==> src/rtl/rx_ten_eight.sv <==
// UART receiver: start bit 0, 8 data bits LSB first, stop bit 1; mid-bit sampling at baud clocks per bit.
// Latency: about SYNC_STAGES+1+(baud>>1)+9*baud cycles from start edge to rx_valid; no backpressure, strobes are one-cycle pulses.
module rx_ten_eight #(
   parameter int BAUD_W      = 20,
   parameter int SYNC_STAGES = 2
) (
   input  logic              clk,
   input  logic              rst,
   input  logic              en,
   input  logic [BAUD_W-1:0] baud,
   input  logic              rx_in,
   output logic [7:0]        rx_d,
   output logic              rx_valid,
   output logic              frame_err,
   output logic              rx_busy
);

   localparam logic [1:0] ST_IDLE  = 2'd0;
   localparam logic [1:0] ST_START = 2'd1;
   localparam logic [1:0] ST_DATA  = 2'd2;
   localparam logic [1:0] ST_STOP  = 2'd3;

   logic [SYNC_STAGES-1:0] sync_q, sync_d;
   logic                   rxs;
   logic                   rxs_q, rxs_d;
   logic [1:0]             state_q, state_d;
   logic [BAUD_W-1:0]      baud_l_q, baud_l_d;
   logic [BAUD_W-1:0]      cnt_q, cnt_d;
   logic [2:0]             idx_q, idx_d;
   logic [7:0]             shift_q, shift_d;
   logic [7:0]             rx_d_q, rx_d_d;
   logic                   rx_valid_q, rx_valid_d;
   logic                   frame_err_q, frame_err_d;
   logic [BAUD_W-1:0]      half_m1;
   logic [BAUD_W-1:0]      full_m1;

   assign rxs     = sync_q[SYNC_STAGES-1];
   assign half_m1 = (baud_l_q >> 1) - BAUD_W'(1);
   assign full_m1 = baud_l_q - BAUD_W'(1);

   always_comb begin
      sync_d      = {sync_q[SYNC_STAGES-2:0], rx_in};
      rxs_d       = rxs;
      state_d     = state_q;
      baud_l_d    = baud_l_q;
      cnt_d       = cnt_q;
      idx_d       = idx_q;
      shift_d     = shift_q;
      rx_d_d      = rx_d_q;
      rx_valid_d  = 1'b0;
      frame_err_d = 1'b0;

      case (state_q)
         ST_IDLE: begin
            // Requiring a high-to-low transition keeps a held-low line (break) from retriggering.
            if (en && rxs_q && !rxs) begin
               baud_l_d = baud;
               cnt_d    = '0;
               state_d  = ST_START;
            end
         end
         ST_START: begin
            if (cnt_q == half_m1) begin
               cnt_d = '0;
               if (!rxs) begin
                  idx_d   = 3'd0;
                  state_d = ST_DATA;
               end else begin
                  state_d = ST_IDLE;
               end
            end else begin
               cnt_d = cnt_q + BAUD_W'(1);
            end
         end
         ST_DATA: begin
            if (cnt_q == full_m1) begin
               shift_d[idx_q] = rxs;
               cnt_d          = '0;
               if (idx_q == 3'd7) begin
                  state_d = ST_STOP;
               end else begin
                  idx_d = idx_q + 3'd1;
               end
            end else begin
               cnt_d = cnt_q + BAUD_W'(1);
            end
         end
         ST_STOP: begin
            if (cnt_q == full_m1) begin
               cnt_d   = '0;
               state_d = ST_IDLE;
               if (rxs) begin
                  rx_d_d     = shift_q;
                  rx_valid_d = 1'b1;
               end else begin
                  frame_err_d = 1'b1;
               end
            end else begin
               cnt_d = cnt_q + BAUD_W'(1);
            end
         end
         default: state_d = ST_IDLE;
      endcase

      if (!en) begin
         state_d     = ST_IDLE;
         cnt_d       = '0;
         rx_d_d      = rx_d_q;
         rx_valid_d  = 1'b0;
         frame_err_d = 1'b0;
      end
   end

   always_ff @(posedge clk) begin
      if (rst) begin
         sync_q      <= '1;
         rxs_q       <= 1'b1;
         state_q     <= ST_IDLE;
         baud_l_q    <= '0;
         cnt_q       <= '0;
         idx_q       <= 3'd0;
         shift_q     <= 8'h00;
         rx_d_q      <= 8'h00;
         rx_valid_q  <= 1'b0;
         frame_err_q <= 1'b0;
      end else begin
         sync_q      <= sync_d;
         rxs_q       <= rxs_d;
         state_q     <= state_d;
         baud_l_q    <= baud_l_d;
         cnt_q       <= cnt_d;
         idx_q       <= idx_d;
         shift_q     <= shift_d;
         rx_d_q      <= rx_d_d;
         rx_valid_q  <= rx_valid_d;
         frame_err_q <= frame_err_d;
      end
   end

   assign rx_d      = rx_d_q;
   assign rx_valid  = rx_valid_q;
   assign frame_err = frame_err_q;
   assign rx_busy   = (state_q != ST_IDLE);

endmodule

==> config.mk <==
export PLATFORM = sky130hd
export DESIGN_NAME = rx_ten_eight
export DESIGN_NICKNAME = d
export VERILOG_FILES = /design/src/rtl/rx_ten_eight.sv
export SDC_FILE = /design/constraint.sdc
export NUM_CORES = 1
export LEC_CHECK = 0
export BUFFER_PORTS_ARGS = -buffer_cell sky130_fd_sc_hd__buf_2
export CAP_MARGIN = 20
export CELL_PAD_IN_SITES_DETAIL_PLACEMENT = 2
export CELL_PAD_IN_SITES_GLOBAL_PLACEMENT = 2
export CORE_MARGIN = 1.5
export CORE_UTILIZATION = 33
export CTS_BUF_LIST = sky130_fd_sc_hd__clkbuf_16
export DETAILED_ROUTE_END_ITERATION = 7
export GPL_TIMING_DRIVEN = 0
export PLACE_DENSITY_LB_ADDON = 0.1
export SYNTH_ARGS = -nofsm -noshare
export SYNTH_HDL_FRONTEND = slang
export SYNTH_SLANG_ARGS = --single-unit
==> constraint.sdc <==
create_clock -name clk -period 2.9 [get_ports clk]
set_clock_uncertainty 0.1 [all_clocks]
set_input_delay 0.58 -clock clk [delete_from_list [all_inputs] [get_ports clk]]
set_output_delay 0.58 -clock clk [all_outputs]
set_load 0.01 [all_outputs]
==> results.ini, run 1 <==
[clock_network]
insertion_delay_ns = 0.34
clockBufferDepth = 2
clk_pin_slew_worst_paths_ns = 0.06
cts_sinks = 66
cts_made_buffers = 9
cts_tree = yes
htreeDepth = 3
cts_root_buf = clkbuf_16

[grt]
antenna_found_initial = 0
overflow = 0
grt_pass1_vias = 4729
grt_use_total_pct = 22.8
grt_pass1_wl_mm = 25.2
grt_max_degree = 12

[place]
place_congestion = 0.827
port_buffers = 34
hpwl_mm = 11.0
dp.cells = 756
preCtsSetupSlack_ns = -0.601

[die]
die_h_um = 119
io-pin-count = 35
coreArea_mm2 = 0.0132
initial_core_util_pct = 33.6
rows = 42
die_x_um = 119
die_area_mm2 = 0.0141

[timing]
max_freq_mhz = 326
setup_viol_count_final = 32
min_period_ns = 3.07
rsz0062_at_grt = yes
period_share_pct = 106
hold_violations = 0
setup_slack_ns = -0.168
worstMarginPinSlew_ns = 0.772
slew_headroom_pct = 48.5
fin_setup_tns_ns = -3.50
slew_violations = 0

[critical_path]
worst_ep_arrival_time_ns = 3.19
rrSetupSlack_ns = -0.17
worstReg2RegEnd = rx_d[6]
crit-reg2reg-launch = baud_l_q[1]
end_kind = flop
cp_max_fo = 8
r2r_cells = 13
startpoint_type = flop
worstPathRequired_ns = 3.02
crit_type = flop to flop

[run]
maxCapViolations = 0

[logic_synthesis]
syn_inst = 546
netlist_area_mm2 = 0.00444
syn_nets = 575
yosysWarnings = 0
synth-main-ff-cell = dfxtp_1
synth_seq_cells = 66
synth.avg_cell_area_um2 = 8.12
ys_types = 66
synth_edf_count = 0
ys_seq_area_share_pct = 29.8
synthArstFlopShare_pct = 0

[detailed_routing]
avgViaCountPerCell = 5.47
vias = 4342
detail_route.wl_per_cell_um = 19.6
first_iter_violations = 180
ant_nets = 0
drc = 0
firstDrtPassIters = 4
routed_wl_mm = 15.5

[layout]
n_antenna_cell = 0
nets = 643
area_growth_pct = 29.6
final_common_cell = nand2_1
drive_above_1_share_pct = 26.9
final_cell_mix = 67 x nand2_1, 63 x dfxtp_1, 41 x buf_2, 32 x a21oi_1
final_cells = 794

[hold_path]
hp-start = sync_q[0]
hp-class = flop to flop
holdPathStages = 1
hold_path_end = sync_q[1]

[power]
p_int_w = 0.00180
power.leakage_nw = 2.30
p_per_area_mw_per_mm2 = 419
p_clk_share_pct = 48.2
p_sw_w = 0.000610
pwr-share-comb_pct = 13.6
sw_frac_of_total_pct = 25.3
p_seq_share_pct = 38.3
ir_drop_mv = 0.228
total_power_w = 0.00241

[run_status]
failed_checks = setup timing
outcome = complete, but fails checks

## worst max-delay path, stage by stage (launching register included)
cell and delay, ns:
dfxtp_4 0.35, inv_4 0.08, ha_4 0.15, nor4b_4 0.19
buf_4 0.19, nand4_1 0.13, xnor2_1 0.24, o211ai_2 0.17
nor4_4 0.37, buf_4 0.20, nand3_4 0.08, or3_4 0.36
buf_12 0.16, mux2i_4 0.18
## power by group through the flow
stage                     Combinational [W]  Clock [W]  Sequential, W
after CTS                          0.000289    0.00119       0.000920
after global routing               0.000353    0.00123       0.000922
after global placement             0.000255          0       0.000941
after floorplan                    0.000188          0       0.000939
after detailed placement           0.000266          0       0.000941
final                              0.000327    0.00116       0.000921
## cells by family (layout without fill, tap and decap cells)
kind of cell / count (synthesis) / after routing / synth area share, %
xor+xnor: 51 / 51 / 10.1
fa+ha+maj: 5 / 5 / 1.41
compound gates: 114 / 114 / 18.9
flops: 66 / 66 / 29.8
buf+inv: 58 / 130 / 6.21
mux: 15 / 15 / 3.41
simple gates: 237 / 237 / 30.2
## worst max-delay path by stage
| stage | from | endpoint | slack, ns | depth (start not counted) |
|---|---|---|---|---|
| after global placement | baud_l_q[1] | cnt_q[19] | -0.64 | 11 |
| final | baud_l_q[1] | rx_d[6] | -0.17 | 13 |
| after floorplan | baud_l_q[1] | state_q[0] | 0.06 | 12 |
| after CTS | baud_l_q[1] | cnt_q[15] | -0.23 | 12 |
| after global routing | baud_l_q[1] | cnt_q[17] | -0.30 | 12 |
| after detailed placement | baud_l_q[1] | state_q[0] | -0.60 | 12 |
## through the flow
stage | util (%) | area (um2) | hold slack, ns
floorplan | - | 4460 | 0.289
global placement | 36.8 | 4850 | 0.292
detailed placement | 36.8 | 4850 | 0.303
CTS | 41.3 | 5450 | 0.317
global route | 43.6 | 5750 | 0.337
finish | 43.6 | 5750 | 0.311
## routing by layer
metal | track usage (%) | vias to the layer above | wire [um]
met2 | 37.6 | 57 | 7500
met1 | 29.9 | 2190 | 7160
li1 | - | 2071 | -
met3 | 2.97 | 24 | 380
met4 | 9.41 | 0 | 506
met5 | 0 | - | 0
## cell type report
type | count | area, um2
flip-flops and latches | 66 | 1330
fillers | 1494 | 7440
inverters | 8 | 37.5
well taps | 176 | 220
repair buffers | 62 | 415
clock buffers | 9 | 225
clock inverters | 6 | 82.6
multi-input cells | 422 | 3190
plain buffers | 45 | 250
## sequential cells by signal (all words and copies together) (netlist names), named ones only
signal     count
rxs_q          1
rx_d           8
rx_valid       1
idx_q          3
shift_q        8
baud_l_q      20
sync_q         2
cnt_q         20
state_q        1
frame_err      1
## repair_timing
| action | 4_1_cts | 5_1_grt |
|---|---|---|
| endpoints found under the hold margin | 0 | 0 |
| hold buffers | 0 | 0 |
| cloned | 1 | 0 |
| setup buffers | 16 | 11 |
| pin swaps | 28 | 23 |
| resized for setup | 34 | 43 |
| setup endpoints to repair | 43 | 43 |
## synthesized netlist by cell type (3+ instances only)
| library cell | instances | area share (%) |
|---|---|---|
| a211oi_1 | 7 | 1.2 |
| nor3_1 | 7 | 0.79 |
| o21ai_0 | 11 | 1.2 |
| ha_1 | 5 | 1.4 |
| buf_6 | 5 | 1.3 |
| nand2_1 | 69 | 5.8 |
| nor2b_1 | 9 | 1.3 |
| buf_2 | 7 | 0.79 |
| nor2_1 | 30 | 2.5 |
| xor2_1 | 22 | 4.3 |
| inv_1 | 8 | 0.68 |
| a221o_1 | 4 | 0.90 |
| a221oi_1 | 11 | 2.2 |
| nor4_1 | 4 | 0.56 |
| clkbuf_1 | 34 | 2.9 |
| and3_1 | 9 | 1.3 |
| a21o_1 | 15 | 2.5 |
| dfxtp_1 | 66 | 30 |
| buf_4 | 3 | 0.51 |
| or2_2 | 8 | 1.1 |
| xnor2_1 | 29 | 5.7 |
| mux2i_1 | 14 | 3.2 |
| a21oi_1 | 36 | 4.1 |
| nand2b_1 | 26 | 3.7 |
| nor4_4 | 4 | 1.9 |
| nand3_1 | 20 | 2.3 |
| or3_1 | 14 | 2.0 |
| nand4_1 | 17 | 2.4 |
| a22o_1 | 3 | 0.59 |
No activity file was read; power rests on OpenSTA's default activity.
==> run 2: changes to the inputs <==
--- a/config.mk
+++ b/config.mk
@@ -13,7 +13,6 @@
 export CORE_UTILIZATION = 33
 export CTS_BUF_LIST = sky130_fd_sc_hd__clkbuf_16
 export DETAILED_ROUTE_END_ITERATION = 7
-export GPL_TIMING_DRIVEN = 0
 export PLACE_DENSITY_LB_ADDON = 0.1
 export SYNTH_ARGS = -nofsm -noshare
 export SYNTH_HDL_FRONTEND = slang
==> run 2 against run 1 <==
- the flow still finishes with violations (setup timing)
- critical path depth grew 1
- clock-buffer cell count is the same
- wire length grew 2.9%
- via count is essentially flat
- highest routed layer unchanged
==> results.ini, run 2 (synthesized netlist as in run 1, its figures left out) <==
[grt]
grt_pass1_wl_mm = 24.4
grt_max_degree = 49
grt_pass1_vias = 4553
grt_use_total_pct = 22.1
overflow = 0
antenna_found_initial = 0

[run_status]
outcome = complete, but fails checks
failed_checks = setup timing

[layout]
final_common_cell = buf_4
nets = 649
reg_top3 = baud_l_q: 20 flops, cnt_q: 20 flops
drive_above_1_share_pct = 32.2
nFillCells = 1449
multi_input_area_mm2 = 0.00313
n_antenna_cell = 0
final_cells = 801
area_growth_pct = 30.7
final_cell_mix = 73 x buf_4, 67 x nand2_1, 61 x dfxtp_1, 34 x buf_2, 33 x a21oi_1
regArea_mm2 = 0.00133

[timing]
fin_setup_tns_ns = -0.943
period_share_pct = 103
min_period_ns = 3.00
holdWs_ns = 0.322
rsz0062_at_grt = yes
slew_violations = 0
slew_headroom_pct = 60.3
setup_slack_ns = -0.101
setup_viol_count_final = 22
worstMarginPinSlew_ns = 0.595
hold_violations = 0
max_freq_mhz = 333

[clock_network]
clockBufferDepth = 2
cts_made_buffers = 9
cts_tree = yes
cts_root_buf = clkbuf_16
insertion_delay_ns = 0.35
cts_sinks = 66
htreeDepth = 3
clk_pin_slew_worst_paths_ns = 0.06

[power]
p_per_area_mw_per_mm2 = 409
ir_drop_mv = 0.295
power.leakage_nw = 2.39
total_power_w = 0.00237

[place]
port_buffers = 34
place_congestion = 0.837
preCtsSetupSlack_ns = -0.212
dp.cells = 766
hpwl_mm = 11.3

[critical_path]
worstPathRequired_ns = 3.06
worst_ep_arrival_time_ns = 3.16
crit_type = flop to flop
cp_max_fo = 8
startpoint_type = flop
end_kind = flop

[hold_path]
hp-class = flop to flop

[detailed_routing]
avgViaCountPerCell = 5.42
ant_nets = 0
first_iter_violations = 199
routed_wl_mm = 16.0
firstDrtPassIters = 4
vias = 4339
drc = 0
detail_route.wl_per_cell_um = 20.0

[run]
maxCapViolations = 0

[die]
die_x_um = 119
die_h_um = 119
die_area_mm2 = 0.0141
coreArea_mm2 = 0.0132
rows = 42
io-pin-count = 35
initial_core_util_pct = 33.6

run 2: changes by cell type in the layout (fill, tap and decap cells not counted), moves of 4 or more:
cell      previous run  this run
buf_2               41        34
clkbuf_1            28         0
dfxtp_2              1         5
buf_6                9         4
buf_4               25        73
run 2: report_power, final:
| part | switching, W | total (W) | internal, W |
|---|---|---|---|
| Sequential | 0.0000159 | 0.000931 | 0.000915 |
| Clock | 0.000440 | 0.00110 | 0.000663 |
| Combinational | 0.000178 | 0.000338 | 0.000159 |
run 2: final timing paths:
check	from	endpoint	cells past startpoint	slack, ns
max	baud_l_q[1]	rx_d[1]	14	-0.10
min	sync_q[0]	sync_q[1]	1	0.32
max reg2reg	baud_l_q[1]	rx_d[1]	14	-0.10
min reg2reg	sync_q[0]	sync_q[1]	1	0.32
run 2: final cells by class:
cell class | instances | area share (%)
Sequential cell | 66 | 22.9
Clock buffer | 9 | 3.88
Clock inverter | 7 | 1.21
Timing Repair Buffer | 113 | 13.8
Tap cell | 176 | 3.80
Inverter | 8 | 0.561
Multi-Input combinational cell | 422 | 53.9
run 2: stage by stage:
step / util (%) / cell area, um2
CTS: 41.8 / 5520
global route: 44.0 / 5800
floorplan: - / 4460
global placement: 38.3 / 5050
detailed placement: 38.3 / 5050
finish: 44.0 / 5800
run 2: worst max-delay path, cell delays in order (launching register included):
cell and delay [ns]:
dfxtp_2 0.35, inv_4 0.05, ha_4 0.16, nor4b_4 0.13, buf_6 0.14, buf_4 0.13
and3_1 0.17, nor3_1 0.25, o211ai_2 0.17, nor4_4 0.31, buf_4 0.17, nand3_2 0.07
or3_4 0.35, buf_12 0.16, mux2i_2 0.20
run 2: routing by layer:
layer  routed length (um)  vias up  GRT usage (%)
met2                 7790       48           36.4
li1                     -     2080              -
met3                  374       20           4.07
met4                  306        0           7.61
met5                    0        -              0
met1                 7520     2191           29.1
run 2: repair_timing:
action                     4_1_cts  5_1_grt
hold buffers                     0        0
cloned                           0        0
buffers inserted                 8       12
setup endpoints to repair       32       41
gates resized for setup         23       41
pin swaps                       16       24
==> run 3: changes to the inputs <==
--- a/config.mk
+++ b/config.mk
@@ -13,6 +13,8 @@
 export CORE_UTILIZATION = 33
 export CTS_BUF_LIST = sky130_fd_sc_hd__clkbuf_16
 export DETAILED_ROUTE_END_ITERATION = 7
+export GPL_ROUTABILITY_DRIVEN = 1
+export MAX_ROUTING_LAYER = met4
 export PLACE_DENSITY_LB_ADDON = 0.1
 export SYNTH_ARGS = -nofsm -noshare
 export SYNTH_HDL_FRONTEND = slang
==> run 3 against run 2 <==
- the run still ends with setup timing left
- via count is 0.35% higher
- maximum frequency hardly changed
- sequential share of layout area hardly changed
- first-iteration DRC count is 0.50% lower
- final cell count is 0.50% higher
- flip-flop and latch count stayed put
- wire length is 0.31% higher
- non-clock buffer count is 4 higher
- die area stayed put
- critical endpoint is now idx_q[2]
- highest routed layer unchanged
==> results.ini, run 3 (synthesized netlist as in run 1, its figures left out) <==
[run_status]
outcome = complete, but fails checks
failed_checks = setup timing

[detailed_routing]
firstDrtPassIters = 4
detail_route.wl_per_cell_um = 19.9
first_iter_violations = 198
routed_wl_mm = 16.0
avgViaCountPerCell = 5.41
ant_nets = 0
drc = 0
vias = 4354

[power]
sw_frac_of_total_pct = 26.7
p_clk_share_pct = 46.3
ir_drop_mv = 0.288
power.leakage_nw = 2.42
total_power_w = 0.00238
pwr-share-comb_pct = 14.5
p_per_area_mw_per_mm2 = 410
p_seq_share_pct = 39.1
p_sw_w = 0.000635
p_int_w = 0.00174

[critical_path]
critical_path.top_delay_family = simple AND/OR/NAND/NOR gates
worstPathCellList = inv_2 -> ha_4 -> nor4b_4 -> buf_4 -> and4_4 -> or3_4 -> o2bb2ai_4 -> nor4_4 -> buf_4 -> nand3_4 -> or4b_4 -> a21oi_1
crit_type = flop to flop
path_buf_inv = 3
worst_ep_arrival_time_ns = 3.17
end_kind = flop
slowest_delay_ns = 0.51
crit_top_cell = buf_4
worstPathRequired_ns = 3.07
cp_max_fo = 4
crit_slowest_cell = or4b_4
startpoint_type = flop

[timing]
worstMarginPinSlew_ns = 0.641
slew_headroom_pct = 57.3
hold_violations = 0
period_share_pct = 104
holdWs_ns = 0.329
max_freq_mhz = 333
rsz0062_at_grt = yes
slew_violations = 0
setup_viol_count_final = 13
setup_slack_ns = -0.102
min_period_ns = 3.00

[clock_network]
ctsHoldBuffers = 0
clk_pin_slew_worst_paths_ns = 0.06
cts_made_buffers = 9
cts_tree = yes
htreeDepth = 3
insertion_delay_ns = 0.35
clockBufferDepth = 2
cts_sinks = 66
cts_root_buf = clkbuf_16

[hold_path]
hp-class = flop to flop

[layout]
fin_util_pct = 44.0
reg_top3 = baud_l_q: 20 flops, cnt_q: 20 flops
final_cell_mix = 76 x buf_4, 66 x nand2_1, 59 x dfxtp_1, 34 x a21oi_1, 34 x buf_2
final_common_cell = buf_4
area_growth_pct = 30.9
nFillCells = 1452
drive_above_1_share_pct = 32.4
regArea_mm2 = 0.00133
n_antenna_cell = 0
nets = 653
multi_input_area_mm2 = 0.00310

[die]
io-pin-count = 35
die_area_mm2 = 0.0141
die_h_um = 119
initial_core_util_pct = 33.6
rows = 42
coreArea_mm2 = 0.0132
die_x_um = 119

[grt]
overflow = 0
grt_pass1_vias = 4556
grt_use_total_pct = 22.8
antenna_found_initial = 0
grt_max_degree = 49
grt_pass1_wl_mm = 24.4

[place]
port_buffers = 34
place_congestion = 0.850
hpwl_mm = 11.3
preCtsSetupSlack_ns = -0.212

[run]
maxCapViolations = 0

[run 3: power groups by stage]
stage	logic (W)	registers, W	clock network (W)
after global placement	0.000263	0.000949	0
after CTS	0.000303	0.000930	0.00112
after global routing	0.000374	0.000932	0.00116
after floorplan	0.000188	0.000939	0
after detailed placement	0.000272	0.000950	0
final	0.000346	0.000931	0.00110
[run 3: final cells by class]
| class | instances | share of cell area (%) |
|---|---|---|
| multi-input cells | 422 | 53.4 |
| flip-flops and latches | 66 | 22.9 |
| repair buffers | 117 | 14.3 |
| clock buffers | 9 | 3.88 |
| well taps | 176 | 3.79 |
| clock inverters | 7 | 1.21 |
| inverters | 8 | 0.517 |
[run 3: worst register-to-register path, delay by kind of cell, from the launching register on]
family                     cells  cell delay (ns)
buffers and inverters          3             0.38
and+or+nand+nor                6             1.57
AOI/OAI and AO/OA              2             0.36
DFF                            1             0.34
adders and majority gates      1             0.16
[run 3: path summary, 6_finish.rpt]
check,startpoint,end,slack [ns],cells past startpoint
setup / recovery,baud_l_q[2],idx_q[2],-0.10,12
hold / removal,sync_q[0],sync_q[1],0.33,1
setup reg to reg,baud_l_q[2],idx_q[2],-0.10,12
hold reg to reg,sync_q[0],sync_q[1],0.33,1
[run 3: what timing repair did]
action                                  in CTS  in global routing
pin swaps                                   16                 24
setup buffers                                8                 16
hold endpoints to repair                     0                  0
resized for setup                           23                 41
endpoints found under the setup margin      32                 41
[run 3: per-stage QoR]
step | instances | setup TNS, ns | instance area (um2)
2_1_floorplan | 546 | 0 | 4460
3_3_place_gp | 766 | -1.43 | 5050
3_5_place_dp | 766 | -3.57 | 5050
4_1_cts | 789 | -0.337 | 5520
5_1_grt | 805 | -3.12 | 5810
6_report | 805 | -0.355 | 5810
[run 3: per-layer routing]
layer  wire (um)  track usage, %  vias up
met1        7620            29.0     2212
met2        7960            36.5       38
met5           0               -        -
met4         239            7.83        0
li1            -               -     2085
met3         220            4.07       19
